<file path="src/rtl/scalar_mult_seq.sv">
// rtl/scalar_mult_seq.sv - vector-by-scalar multiply sequencer with one shared pipelined multiplier (option: SCALAR_MULT_SEQ_SAT_EN)
module scalar_mult_seq #(
    parameter int N  = 16,
    parameter int W  = 32,
    parameter int AW = $clog2(N)
) (
    input  logic          clk,
    input  logic          reset,
    input  logic          start,
    input  logic [W-1:0]  scalar,
    input  logic [AW:0]   len,
    input  logic          abort,
    output logic          rd_en,
    output logic [AW-1:0] rd_addr,
    input  logic [W-1:0]  rd_data,
    output logic          wr_en,
    output logic [AW-1:0] wr_addr,
    output logic [W-1:0]  wr_data,
    output logic          busy,
    output logic          done
`ifdef SCALAR_MULT_SEQ_SAT_EN
    ,
    output logic          sat_flag
`endif
);

    typedef enum logic [1:0] {IDLE, RUN, DRAIN, DONE} state_t;

    localparam logic [AW:0] LEN_MAX = (AW+1)'(N);

    state_t        state, state_nxt;
    logic [W-1:0]  scalar_q;
    logic [AW:0]   len_q;
    logic [AW:0]   len_m1;
    logic [AW:0]   len_clamp;
    logic [AW:0]   cnt;
    logic          v1;
    logic [AW-1:0] idx1;
    logic          kill;
    logic          last_wr;
    logic [W-1:0]  prod_w;
    logic          sat_hit;

    assign len_clamp = (len > LEN_MAX) ? LEN_MAX : len;
    assign len_m1    = len_q - {{AW{1'b0}}, 1'b1};
    assign kill      = abort && (state != IDLE);
    assign last_wr   = v1 && ({1'b0, idx1} == len_m1);

`ifdef SCALAR_MULT_SEQ_SAT_EN
    localparam logic signed [2*W-1:0] P_MAX = {{(W+1){1'b0}}, {(W-1){1'b1}}};
    localparam logic signed [2*W-1:0] P_MIN = {{(W+1){1'b1}}, {(W-1){1'b0}}};
    logic signed [2*W-1:0] prod_full;

    // Full-width signed product clamped into the W-bit signed range
    always_comb begin
        prod_full = $signed(rd_data) * $signed(scalar_q);
        sat_hit   = 1'b0;
        prod_w    = prod_full[W-1:0];
        if (prod_full > P_MAX) begin
            prod_w  = {1'b0, {(W-1){1'b1}}};
            sat_hit = 1'b1;
        end else if (prod_full < P_MIN) begin
            prod_w  = {1'b1, {(W-1){1'b0}}};
            sat_hit = 1'b1;
        end
    end
`else
    // Wrapped result: the low W bits of the signed product equal the W-bit modular product
    always_comb begin
        sat_hit = 1'b0;
        prod_w  = rd_data * scalar_q;
    end
`endif

    // Next-state selection; abort from any active state returns to IDLE
    always_comb begin
        state_nxt = state;
        case (state)
            IDLE:    if (start) state_nxt = (len_clamp == '0) ? DONE : RUN;
            RUN:     if (cnt == len_m1) state_nxt = DRAIN;
            DRAIN:   if (last_wr) state_nxt = DONE;
            DONE:    state_nxt = IDLE;
            default: state_nxt = IDLE;
        endcase
        if (kill) state_nxt = IDLE;
    end

    // State register, operand latches, read/multiply/write pipeline and status outputs
    always_ff @(posedge clk) begin
        if (reset) begin
            state    <= IDLE;
            scalar_q <= '0;
            len_q    <= '0;
            cnt      <= '0;
            v1       <= 1'b0;
            idx1     <= '0;
            rd_en    <= 1'b0;
            rd_addr  <= '0;
            wr_en    <= 1'b0;
            wr_addr  <= '0;
            wr_data  <= '0;
            busy     <= 1'b0;
            done     <= 1'b0;
`ifdef SCALAR_MULT_SEQ_SAT_EN
            sat_flag <= 1'b0;
`endif
        end else begin
            state <= state_nxt;
            if (state == IDLE && start) begin
                scalar_q <= scalar;
                len_q    <= len_clamp;
                cnt      <= '0;
`ifdef SCALAR_MULT_SEQ_SAT_EN
                sat_flag <= 1'b0;
`endif
            end
            rd_en <= (state == RUN) && !kill;
            if (state == RUN && !kill) begin
                rd_addr <= cnt[AW-1:0];
                cnt     <= cnt + 1'b1;
            end
            v1    <= rd_en && !kill;
            idx1  <= rd_addr;
            wr_en <= v1 && !kill;
            if (v1 && !kill) begin
                wr_addr <= idx1;
                wr_data <= prod_w;
`ifdef SCALAR_MULT_SEQ_SAT_EN
                sat_flag <= sat_flag | sat_hit;
`endif
            end
            busy <= (state == RUN || state == DRAIN) && !kill;
            done <= (state == DONE) && !kill;
        end
    end

`ifndef SCALAR_MULT_SEQ_SAT_EN
    logic unused_sat;
    assign unused_sat = sat_hit;
`endif

endmodule

</file>
<file path="config.mk">
export PLATFORM = sky130hd
export DESIGN_NAME = scalar_mult_seq
export DESIGN_NICKNAME = d
export VERILOG_FILES = /design/src/rtl/scalar_mult_seq.sv
export SDC_FILE = /design/constraint.sdc
export NUM_CORES = 1
export LEC_CHECK = 0
export ABC_AREA = 1
export CAP_MARGIN = 30
export CORE_MARGIN = 1
export CORE_UTILIZATION = 33
export DETAILED_ROUTE_END_ITERATION = 12
export DONT_BUFFER_PORTS = 1
export GPL_TIMING_DRIVEN = 0
export PLACE_DENSITY = 0.58
export SLEW_MARGIN = 20
export SYNTH_ARGS = -nofsm -noshare
export SYNTH_HDL_FRONTEND = slang
export SYNTH_SLANG_ARGS = --single-unit
</file>
<file path="constraint.sdc">
create_clock -name clk -period 17 [get_ports clk]
set_clock_uncertainty 0.2 [all_clocks]
set_input_delay 2.55 -clock clk [delete_from_list [all_inputs] [get_ports clk]]
set_output_delay 2.55 -clock clk [all_outputs]
set_load 0.02 [all_outputs]
</file>
---- Word level (Yosys, flattened, before mapping) ----
Cells that the tools add are included.
word-level totals
  input bits .............................. 73
  output and inout bits ................... 44
  register bits ........................... 93
cells by class
  mux-type cells .......................... 8
  reduce and logical (&&, ||, !) cells .... 16
  $mul .................................... 1
  add/sub/neg operators ................... 2
  $lt $le $gt $ge ......................... 1
  equal/unequal tests ..................... 8
operators by type and width
  operator               count
  $mul A32 B32 Y32       1
  $mux W5                3
  $logic_and A1 B1 Y1    8
  $mux W2                4
  $pmux W2 S4            1
  $ne A2 B2 Y1 const B   3
  $add A5 B1 Y5 const B  1
  $eq A4 B5 Y1           1
  $eq A5 B5 Y1           1
  $gt A5 B5 Y1 const B   1
  $logic_not A5 Y1       1
  $sub A5 B1 Y5 const B  1
  $eq A2 B2 Y1 const B   2
  $reduce_bool A2 Y1     2
  $reduce_and A3 Y1      1
  $eq A2 B1 Y1 const B   1
  $logic_not A2 Y1       1
  $reduce_or A2 Y1       1
  $logic_not A1 Y1       1
  $logic_or A1 B1 Y1     1

---- Longest topological paths before layout ----
  depth after elaboration ................. 6
  mapped depth ............................ 35
  mapped depth without buffers ............ 33

---- Worst setup path before layout ----
No wires, ideal clock.
  kind .................................... in2reg
  start ................................... input rd_data[12]
  end ..................................... register wr_data[29]
  path buffers ............................ 2
  library setup time ...................... 0.056 ns
  stages .................................. 26
  path slack .............................. 8.079 ns
  data arrival time ....................... 8.665 ns
  path through ............................ clkbuf_1 -> buf_1 -> nand2_1 -> fa_1 -> inv_1 -> fa_1 -> inv_1 -> fa_1 -> inv_1 -> fa_1 -> fa_1 -> fa_1 -> fa_1 -> inv_1 -> fa_1 -> inv_1 -> ha_1 -> nand2_1 -> nor4_1 -> nand3_1 -> nand3_1 -> a31o_2 -> a21oi_1 -> o21ai_0 -> nand2_1 -> inv_1
between the ends
  word-level cells in the longest chain between the ends .. 1
RTL lines
  element               RTL line  text
  start, declared       15        input logic [W-1:0] rd_data,
  $mul A32 B32 Y32      71        prod_w = rd_data * scalar_q;
  end signal, assigned  127       wr_data <= prod_w;
  end, declared         18        output logic [W-1:0] wr_data,
No other way between the ends.
A chain may end at the register's enable or synchronous reset.

---- Final worst setup path ----
  start ................................... input rd_data[12]
  end ..................................... register wr_data[31]
Same word-level chain as after synthesis.

==> reports/results.ini <==
[synth]
yosys_warnings = 0
syn-num-nets = 3394
synth_edf_count = 0
synth_cell_types = 51
ys_seq_area_frac = 0.0909
syn_inst = 2784
synth_top_flop_cell = dfxtp_1
syn-cell-area_sq_um = 20500
async_reset_ff_frac = 0
avgSynthCellArea_sq_um = 7.35
ys_ff_latch = 93

[clock_tree]
post_cts_buffers = 0
cts-buffers-inserted = 9
cts_sinks = 93
hold_buffers = 0
clkLatencyLatePin_ns = 0.39
ctsResizeCount = 0
clkTransAtPathRegs_ns = 0.08
cts.htree.levels = 3
root_buffer = clkbuf_16
cts_tree = built
cts_buffer_depth = 2

[routing]
vias_per_cell = 4.68
wl_per_cell_um = 18.4
routed_wirelength_mm = 66.2
vias = 16825
initialDrtViolationCount = 1485
ant_nets = 0
first_pass_iters = 6
drc_errors = 0

[placement]
dpl.hpwl_mm = 55.9
gp_congestion = 0.952
port_buffers = 0

[worst_setup_path]
cp-start-kind = input port
critPathKind = in -> reg
cp_common_cell = fa_1
worstPathRequired_ns = 17.10
slowest_stage = buf_1
max_stage_delay_ns = 0.61
critical_path_arrival_ns = 10.14
cp_max_fo = 10
end_kind = flop

[floorplanning]
row_count = 90
dieArea_sq_um = 63000
core-area_sq_um = 60800
dieWidth_um = 251
die_height_um = 251
initial_core_util = 0.337
io_pins = 117

[cells_and_area]
fin_nets = 3417
nFillCells = 6525
drive_gt1_frac = 0.0284
fin_util = 0.361
area_growth_pct = 7.23

[sta]
slew_headroom = 0.299
post-route-min-period_ns = 10.04
hold_viol = 0
finalSetupTns_ns = 0
setup_viol = 0
worstMarginPinSlew_ns = 1.05
rsz0062_at_grt = no
finalCritPeriodShare = 0.591
report.final.slew_viol_count = 0
fmax_mhz = 99.6

[hold_path]
hp-class = reg -> reg

[grt]
antenna_found_initial = 1
grt_overflow = 0
grt_pass1_wl_mm = 99.9
first_global_vias = 16701
track_usage = 0.215
grt_max_degree = 18

[outcome]
status = completed

[job]
drv_cap = 0

==> registers in the layout, indices dropped and copies added, names as in the netlist <==
register	cells
busy	1
cnt	5
done	1
idx1	4
len_q	5
rd_addr	4
rd_en	1
scalar_q	32
state	2
v1	1
wr_addr	4
wr_data	32
wr_en	1
==> critical path: cells and delay by family <==
family                   cells  cell delay, ns
AO/OA/AOI/OAI                1            0.17
adder cells (fa/ha/maj)      9            4.46
buffers and inverters        8            1.46
AND/OR/NAND/NOR              8            1.49
==> path summary, 6_finish.rpt <==
kind                startpoint            to  slack (ns)  cells after the start
setup reg to reg   scalar_q[3]   wr_data[31]        8.70                     26
hold / removal    scalar_q[31]  scalar_q[31]        0.29                      2
hold reg to reg   scalar_q[31]  scalar_q[31]        0.29                      2
setup / recovery   rd_data[12]   wr_data[31]        6.96                     26
==> metal layers <==
| layer | up-vias | wire [um] | GRT usage |
|---|---|---|---|
| met5 | - | 0 | 0 |
| met4 | 0 | 2790 | 0.0916 |
| met3 | 97 | 6390 | 0.0538 |
| met2 | 703 | 30400 | 0.344 |
| met1 | 8146 | 26700 | 0.276 |
| li1 | 7879 | - | - |
==> cell families after synthesis <==
family,after synthesis,share of synthesized area
flip-flops,93,0.0909
adder cells (fa/ha/maj),537,0.478
AO/OA/AOI/OAI,173,0.0496
buffers and inverters,978,0.182
XOR/XNOR,32,0.0137
AND/OR/NAND/NOR,971,0.186
==> layout by cell type, fill, tap and decap left out, types with 3 or more instances in the layout <==
master and count:
inv_1 844, nand2_1 726, fa_1 408, nor2_1 156, ha_1 129, dfxtp_1 93, clkbuf_1 91, o21ai_0 77
nand3_1 53, a21oi_1 46, xor2_1 20, buf_2 18, buf_1 13, xnor2_1 12, clkbuf_16 9, buf_8 8
buf_4 7, a21o_1 7, o211ai_1 7, nand4_1 7, nand2_2 7, a211oi_1 6, or2_2 6, o21bai_1 5
nand3b_1 5, inv_2 4, buf_6 4, o21a_1 3, nor4_1 3, nor3_1 3
==> final cells by class <==
| type | instances | area, sq um | area share |
|---|---|---|---|
| diodes | 1 | 2.50 | 0.000114 |
| plain buffers | 129 | 534 | 0.0243 |
| clock buffers | 10 | 229 | 0.0104 |
| clock inverters | 6 | 105 | 0.00479 |
| inverters | 849 | 3190 | 0.145 |
| multi-input cells | 1713 | 14900 | 0.678 |
| flip-flops and latches | 93 | 1860 | 0.0848 |
| well taps | 782 | 978 | 0.0446 |
| repair buffers | 12 | 165 | 0.00752 |
==> stage by stage <==
step	hold WS (ns)	std cells	setup slack [ns]	cell area [sq um]
global placement	0.262	3566	6.55	21500
floorplan	0.252	2784	8.08	20500
detailed placement	0.277	3575	6.60	21600
CTS	0.294	3591	7.03	21900
global route	0.326	3595	6.67	22000
finish	0.292	3595	6.96	22000
==> Yosys cell counts, types with 6 or more instances <==
master	number	area [sq um]
nand3_1	53	265
o21ai_0	77	385
ha_1	129	1610
buf_4	7	52.6
xor2_1	20	175
clkbuf_1	90	338
o211ai_1	7	52.6
fa_1	408	8170
nand4_1	7	43.8
inv_1	844	3170
a21oi_1	46	230
nand2_1	726	2730
xnor2_1	12	105
buf_1	13	48.8
buf_2	18	90.1
nand2_2	7	43.8
a211oi_1	6	45.0
dfxtp_1	93	1860
nor2_1	156	586
or2_2	6	37.5
a21o_1	7	52.6
Power is not shown: default switching activity piles up to over one toggle a cycle in this logic, so the estimate is an artifact.
